--- config.mk ---
export PLATFORM = sky130hd
export DESIGN_NAME = trigger_front
export DESIGN_NICKNAME = d
export VERILOG_FILES = /design/src/rtl/trigger_front.sv
export SDC_FILE = /design/constraint.sdc
export NUM_CORES = 2
export LEC_CHECK = 0
export CAP_MARGIN = 0
export CORE_AREA = 10 10 385 387
export CTS_BUF_LIST = sky130_fd_sc_hd__clkbuf_4
export DETAILED_ROUTE_END_ITERATION = 12
export DIE_AREA = 0 0 395 397
export PLACE_DENSITY = 0.71
export SYNTH_ARGS = -nofsm -noshare
export SYNTH_HDL_FRONTEND = slang
export SYNTH_SLANG_ARGS = --single-unit
--- constraint.sdc ---
create_clock -name clk -period 2.1 [get_ports clk]
set_input_delay 0.63 -clock clk [delete_from_list [all_inputs] [get_ports clk]]
set_output_delay 0.63 -clock clk [all_outputs]
set_load 0.01 [all_outputs]
--- src/rtl/trigger_front.sv ---
// Input-conditioning front end: registers, gates and masks layer hits, then stretches each by the drift time.
// Latency: ly_in -> ly_m 1 clk, ly_m -> ly_ext 1 clk, ly_ext -> actv 1 clk.
// Backpressure: none; a new hit sample is accepted every clock.
//
// Ports:
//   clk, rst              single clock, synchronous active-high reset
//   ly_in, hc_mask        raw hits (layer 0 in LSBs) and static enable mask (1 = enabled)
//   input_disr, ext_trig_en, ext_trig2, inject, ext_inject2   input gating controls
//   drifttime, trig_stop  extension length in clocks and extension-stage freeze
//   auto_en, auto_clr, hot_thresh, win_len   hot-channel rate monitor controls
//   ly_m, ly_ext, actv    gated hits, extended hits, OR of extended hits
//   auto_mask, n_masked, win_done   sticky auto-mask, its population count, window-end pulse
//
// Build option: define TRIGGER_FRONT_AUTOMASK_EN to build the rate monitor and auto-mask.
// Without it auto_mask, n_masked and win_done are tied low and the monitor inputs are ignored.
module trigger_front #(
   parameter  int LAYERS = 6,
   parameter  int WIDTH  = 32,
   parameter  int EXT_W  = 3,
   parameter  int CNT_W  = 8,
   parameter  int WIN_W  = 16,
   localparam int N      = LAYERS * WIDTH,
   localparam int NM_W   = $clog2(N + 1)
) (
   input  logic             clk,
   input  logic             rst,
   input  logic [N-1:0]     ly_in,
   input  logic [N-1:0]     hc_mask,
   input  logic             input_disr,
   input  logic             ext_trig_en,
   input  logic             ext_trig2,
   input  logic             inject,
   input  logic             ext_inject2,
   input  logic [EXT_W-1:0] drifttime,
   input  logic             trig_stop,
   input  logic             auto_en,
   input  logic             auto_clr,
   input  logic [CNT_W-1:0] hot_thresh,
   input  logic [WIN_W-1:0] win_len,
   output logic [N-1:0]     ly_m,
   output logic [N-1:0]     ly_ext,
   output logic [N-1:0]     auto_mask,
   output logic [NM_W-1:0]  n_masked,
   output logic             win_done,
   output logic             actv
);

   logic             gate;
   logic [N-1:0]     raw_d;
   logic [N-1:0]     amask;          // auto-mask as seen by the gating path
   logic [N-1:0]     ly_m_d, ly_m_q;
   logic [N-1:0]     ly_m_prev_q;
   logic [N-1:0]     rise;
   logic [N-1:0]     ly_ext_d, ly_ext_q;
   logic [EXT_W-1:0] c_d [N];
   logic [EXT_W-1:0] c_q [N];
   logic             actv_q;

   // External trigger / inject modes block the inputs unless their companion enable is also set.
   always_comb begin
      gate   = !input_disr && !((ext_trig_en && !ext_trig2) || (inject && !ext_inject2));
      raw_d  = gate ? (ly_in & hc_mask) : '0;
      ly_m_d = raw_d & ~amask;
      rise   = ly_m_q & ~ly_m_prev_q;
   end

   // Per-channel extension counter. With drifttime 0 the counter never loads and ly_ext
   // simply follows ly_m one clock later. trig_stop freezes the whole stage.
   always_comb begin
      for (int i = 0; i < N; i++) begin
         c_d[i]      = c_q[i];
         ly_ext_d[i] = ly_ext_q[i];
         if (!trig_stop) begin
            if (rise[i])
               c_d[i] = drifttime;
            else if (c_q[i] != '0)
               c_d[i] = c_q[i] - EXT_W'(1);
            ly_ext_d[i] = (drifttime == '0) ? ly_m_q[i] : (c_d[i] != '0);
         end
      end
   end

   always_ff @(posedge clk) begin
      if (rst) begin
         ly_m_q      <= '0;
         ly_m_prev_q <= '0;
         ly_ext_q    <= '0;
         actv_q      <= 1'b0;
         for (int i = 0; i < N; i++)
            c_q[i] <= '0;
      end else begin
         ly_m_q      <= ly_m_d;
         ly_m_prev_q <= trig_stop ? ly_m_prev_q : ly_m_q;
         ly_ext_q    <= ly_ext_d;
         actv_q      <= |ly_ext_q;
         for (int i = 0; i < N; i++)
            c_q[i] <= c_d[i];
      end
   end

   assign ly_m   = ly_m_q;
   assign ly_ext = ly_ext_q;
   assign actv   = actv_q;

`ifdef TRIGGER_FRONT_AUTOMASK_EN
   logic [N-1:0]     raw_q, raw_prev_q;
   logic [N-1:0]     raw_edge;
   logic [WIN_W-1:0] w_d, w_q;
   logic [CNT_W-1:0] h_d [N];
   logic [CNT_W-1:0] h_q [N];
   logic [N-1:0]     auto_mask_d, auto_mask_q;
   logic             win_done_d, win_done_q;
   logic [NM_W-1:0]  n_masked_d, n_masked_q;
   logic             win_end;

   // Edges are counted before the auto-mask so suppressed channels keep being measured.
   assign raw_edge = raw_q & ~raw_prev_q;
   // win_len 0 parks the window counter; a shortened window with w already past it
   // keeps counting and wraps through 2^WIN_W.
   assign win_end  = (win_len != '0) && (w_q == win_len - WIN_W'(1));

   always_comb begin
      w_d         = w_q;
      auto_mask_d = auto_mask_q;
      win_done_d  = 1'b0;
      for (int i = 0; i < N; i++)
         h_d[i] = h_q[i];
      if (auto_clr) begin
         // Clear wins over a coincident window end: nothing is set, no pulse.
         w_d         = '0;
         auto_mask_d = '0;
         for (int i = 0; i < N; i++)
            h_d[i] = '0;
      end else if (win_end) begin
         w_d        = '0;
         win_done_d = 1'b1;
         for (int i = 0; i < N; i++) begin
            if (auto_en && (hot_thresh != '0) && (h_q[i] >= hot_thresh))
               auto_mask_d[i] = 1'b1;
            h_d[i] = CNT_W'(raw_edge[i]);   // the edge in the closing cycle opens the next window
         end
      end else begin
         if (win_len != '0)
            w_d = w_q + WIN_W'(1);
         for (int i = 0; i < N; i++)
            if (raw_edge[i] && (h_q[i] != {CNT_W{1'b1}}))
               h_d[i] = h_q[i] + CNT_W'(1);
      end
   end

   always_comb begin
      n_masked_d = '0;
      for (int i = 0; i < N; i++)
         n_masked_d = n_masked_d + NM_W'(auto_mask_q[i]);
   end

   always_ff @(posedge clk) begin
      if (rst) begin
         raw_q       <= '0;
         raw_prev_q  <= '0;
         w_q         <= '0;
         auto_mask_q <= '0;
         win_done_q  <= 1'b0;
         n_masked_q  <= '0;
         for (int i = 0; i < N; i++)
            h_q[i] <= '0;
      end else begin
         raw_q       <= raw_d;
         raw_prev_q  <= raw_q;
         w_q         <= w_d;
         auto_mask_q <= auto_mask_d;
         win_done_q  <= win_done_d;
         n_masked_q  <= n_masked_d;
         for (int i = 0; i < N; i++)
            h_q[i] <= h_d[i];
      end
   end

   assign amask     = auto_mask_q;
   assign auto_mask = auto_mask_q;
   assign n_masked  = n_masked_q;
   assign win_done  = win_done_q;
`else
   logic unused_monitor_cfg;
   assign unused_monitor_cfg = ^{auto_en, auto_clr, hot_thresh, win_len};

   assign amask     = '0;
   assign auto_mask = '0;
   assign n_masked  = '0;
   assign win_done  = 1'b0;
`endif

endmodule
==> results by stage <==
Setup path:
- The number of cells on the worst reg-to-reg path is 6.
- The critical path class is flop to output port.
- The data arrival at the endpoint of the critical path is 1.86 ns.
- The worst setup path is launched from a flop.
- The top fanout value on the critical path is 2.
- Data on the critical path is required at its endpoint by 1.47 ns.
- STA classifies the critical path endpoint as an output port.

Layout:
- The fraction of final layout cells with drive strength greater than 1 is 0.258.
- The area growth from synthesis to layout is 34.2%.
- The final standard cell area without fillers is 89100 µm².
- The number of filler cells placed in the layout is 10800.
- The post-route core utilization is 0.634.
- Excluding fillers, the count of instances in the completed layout stands at 11400.
- The final layout contains 10300 nets.

Global routing:
- After global routing, the most crowded layer is met2.
- In the global route stage, met2 resource usage came out at 0.450.
- Across every metal layer, demand over resource in global routing totals 0.255.
- The first global-routing pass estimated 326 mm of wire.
- In the global route stage, met3 resource usage came out at 0.0646.
- The final global-route overflow total is 0.
- The global-route met1 utilization is 0.279.
- The via count of the first global-routing pass is 60800.
- Entering global routing, the biggest net connects 114 pins.
- The number of antenna violations at the first check in global routing is 12.

Timing:
- The minimum period implied by the final worst setup slack is 2.49 ns.
- Of the available clock period, the critical path in the final layout requires 1.19.
- The slew at the pin closest to its max-slew limit is 0.702 ns.
- Setup repair after global routing could not meet its margin everywhere.
- Once routing completed, OpenROAD measured the worst setup slack at -0.394 ns.
- The headroom to the max-slew limit is 0.532.
- The final count of hold timing violations is 0.
- Based on the critical path, the design can be clocked at up to 401 MHz.
- Clock skew on the completed layout was measured at 0.130 ns.
- The number of pins with negative max-slew slack in the final report is 0.
- Setup violations remaining at the end of the flow were counted as 386.

Floorplanning:
- The initial utilization of the core area, before any placement, comes to 0.473.
- The vertical extent of the die is 397 µm.
- For this design the top-level I/O count stands at 1007.
- The area of the core region is 141000 µm².
- The cell row count is 138.
- The die extent in x is 395 µm.
- The die footprint is 157000 µm².

Yosys:
- For this run, the leading register cell type out of synthesis is dfxtp_1.
- The number of enable-type register cells in the synthesized netlist is 0.
- Yosys instantiated no cell more often than dfxtp_1.
- By area the synthesized netlist is led by dfxtp_1 (35%), ha_1 (11%), mux2_2 (9.7%), nand2b_1 (7.2%), inv_1 (5.4%).
- The proportion of synthesized chip area in sequential cells is 0.347.
- For this run, the number of Yosys warnings is 0.
- Counting distinct cell types in the post-synthesis netlist gives 29.
- In the synthesized netlist, the number of instances is 7577.
- The share of synthesized area in the top cell type comes to 0.347.
- Of all cell types, the one taking the most synthesized area is dfxtp_1.
- Summing every instance area after synthesis gives 66400 µm².
- The flip-flop and latch count after synthesis is 1153.
- After synthesis, the share of flip-flops with an asynchronous set or reset is 0.
- The post-synthesis average cell area is 8.77 µm².
- The commonest cells after synthesis are dfxtp_1 (1153), inv_1 (961), nor2_1 (769).

CTS:
- Counting along the longest clock path gives a buffer depth of 4.
- Clock tree synthesis inserted a total of 340 buffers.
- The CTS tree is built.
- The root buffer cell is clkbuf_4.
- The clock net in this run drives a total of 1153 sinks.
- After clock tree synthesis, the clock-pin slew on the worst setup and hold paths is 0.07 ns.
- The H-tree was split into 5 levels.
- The later pin in the worst-skew pair is clocked with a latency of 1.28 ns.

Placement:
- Once placement completed, the tool counted placed cells totaling 10100.
- The detailed-placement wirelength estimate is 135 mm.
- The number of buffers inserted by port buffering is 779.
- The congestion estimate from routability-driven global placement came to 0.842.
- At the placement stage, the worst setup path has a slack of -0.355 ns.
- The placed standard-cell area is 76700 µm².

Routing:
- Once detail routing completed, the nets flagged for antenna violations numbered 0.
- The via count normalized by instance count is 5.15.
- For this run, design rule violations remaining after detail routing come to 0.
- The routed design has 210 mm of wire.
- The number of design-rule violations left by the first detailed-router iteration is 3110.
- The detailed-route via count is 58600.
- The first detailed-routing pass took 5 iterations.
- The routed wirelength normalized by instance count is 18.5 µm.

Outcome:
- The final reports fail on setup timing.
- The flow ran to the end, but the final reports show violations.

Pwr:
- In this run the power spent charging and discharging nets is 22.1 mW.
- The analysis attributes to cell leakage a power of 41.1 nW.
- Internal power comes to 45.5 mW.
- The total power of the final layout is 67.6 mW.
- The switching fraction of total power is 0.327.
- VDD sags by at most 498 µV.
- Of the total power, combinational logic draws 0.316.
- The share of power burned in registers is 0.375.
- The share of total power dissipated in the clock network is 0.309.
- Power spread over the standard cell area amounts to 758 nW/µm².

Flow run:
- The number of max-cap violations is 0.

Hold path:
- The number of cells on the worst hold path is 3.
- The class of the worst hold path is input port to flop.
## kinds of logic (layout without fill, tap and decap cells)
family                   after synthesis  after routing  synth area share
AND/OR/NAND/NOR                     2179           2179             0.176
buffers and inverters               1552           3250             0.102
flip-flops                          1153           1153             0.347
AO/OA/AOI/OAI                       1027           1027            0.0945
multiplexers                         897            897             0.146
adder cells (fa/ha/maj)              576            576             0.108
XOR/XNOR                             192            192            0.0253
other                                  1            207         0.0000564
## routing by layer
layer	routed length, µm	share of wire	vias up
met4	11100	0.053	0
li1	-	-	28200
met2	103000	0.49	1963
met5	0	0	-
met3	13900	0.066	608
met1	82100	0.39	27800
## per-stage QoR
step / hold slack, ns / TNS (ns)
5_1_grt: 0.314 / -152.45
6_report: 0.466 / -91.37
3_5_place_dp: 0.471 / -53.38
2_1_floorplan: 0.457 / 0
3_3_place_gp: 0.465 / -48.15
4_1_cts: 0.267 / -164.00
## worst paths after layout
check	from	to	slack (ns)
worst min-delay path	ly_in[101]	ly_m[101]	0.47
worst max-delay path	ly_m[126]	ly_m[126]	-0.39
worst max register to register	ly_ext[45]	actv	-0.04
worst min register to register	c_q[1][68]	c_q[1][68]	0.48
## timing repair
action | in CTS | in global routing
hold buffers | 389 | 0
buffers inserted | 344 | 27
endpoints found under the setup margin | 386 | 386
endpoints found under the hold margin | 731 | 0
resized for setup | 2723 | 25
pin swaps | 1 | 3
cloned | 0 | 0
## registers in the layout, summed over array words and instances, names as in the netlist
| name | count |
|---|---|
| c_q | 576 |
| ly_ext | 192 |
| ly_m | 192 |
| ly_m_prev_q | 192 |
| actv | 1 |
## power groups by stage
| stage | clock network [mW] | logic, mW | registers (mW) |
|---|---|---|---|
| 2_1_floorplan | 0 | 13.4 | 25.6 |
| 3_3_place_gp | 0 | 18.3 | 25.8 |
| 3_5_place_dp | 0 | 19.0 | 25.9 |
| 4_1_cts | 21.3 | 20.9 | 25.3 |
| 5_1_grt | 22.6 | 23.6 | 25.5 |
| 6_report | 20.9 | 21.4 | 25.4 |
## cell usage in the layout, fill, tap and decap left out, types with 193 or more instances in the layout
cell type,instances
mux2_2,575
dlygate4sd3_1,389
nand2b_1,767
buf_6,387
ha_1,576
conb_1,201
dfxtp_4,261
clkbuf_4,491
a21oi_1,384
a31oi_1,383
mux2i_1,322
clkdlybuf4s50_1,389
buf_4,494
inv_1,961
nor2_1,769
dfxtp_1,768
and3_1,193
## worst max-delay path: stages (launching register included)
cell and delay [ns]:
dfxtp_2 0.35, buf_6 0.14, buf_6 0.11
## cell type report
cell class | count | area, µm² | share of cell area
Clock inverter | 57 | 277 | 0.00310
Tap cell | 1890 | 2360 | 0.0265
Multi-Input combinational cell | 5072 | 37500 | 0.421
Clock buffer | 491 | 3690 | 0.0414
Sequential cell | 1153 | 24200 | 0.272
Antenna cell | 6 | 15.0 | 0.000168
Timing Repair Buffer | 1741 | 17500 | 0.196
Inverter | 961 | 3610 | 0.0405
Power figures use the tool's default switching activity.
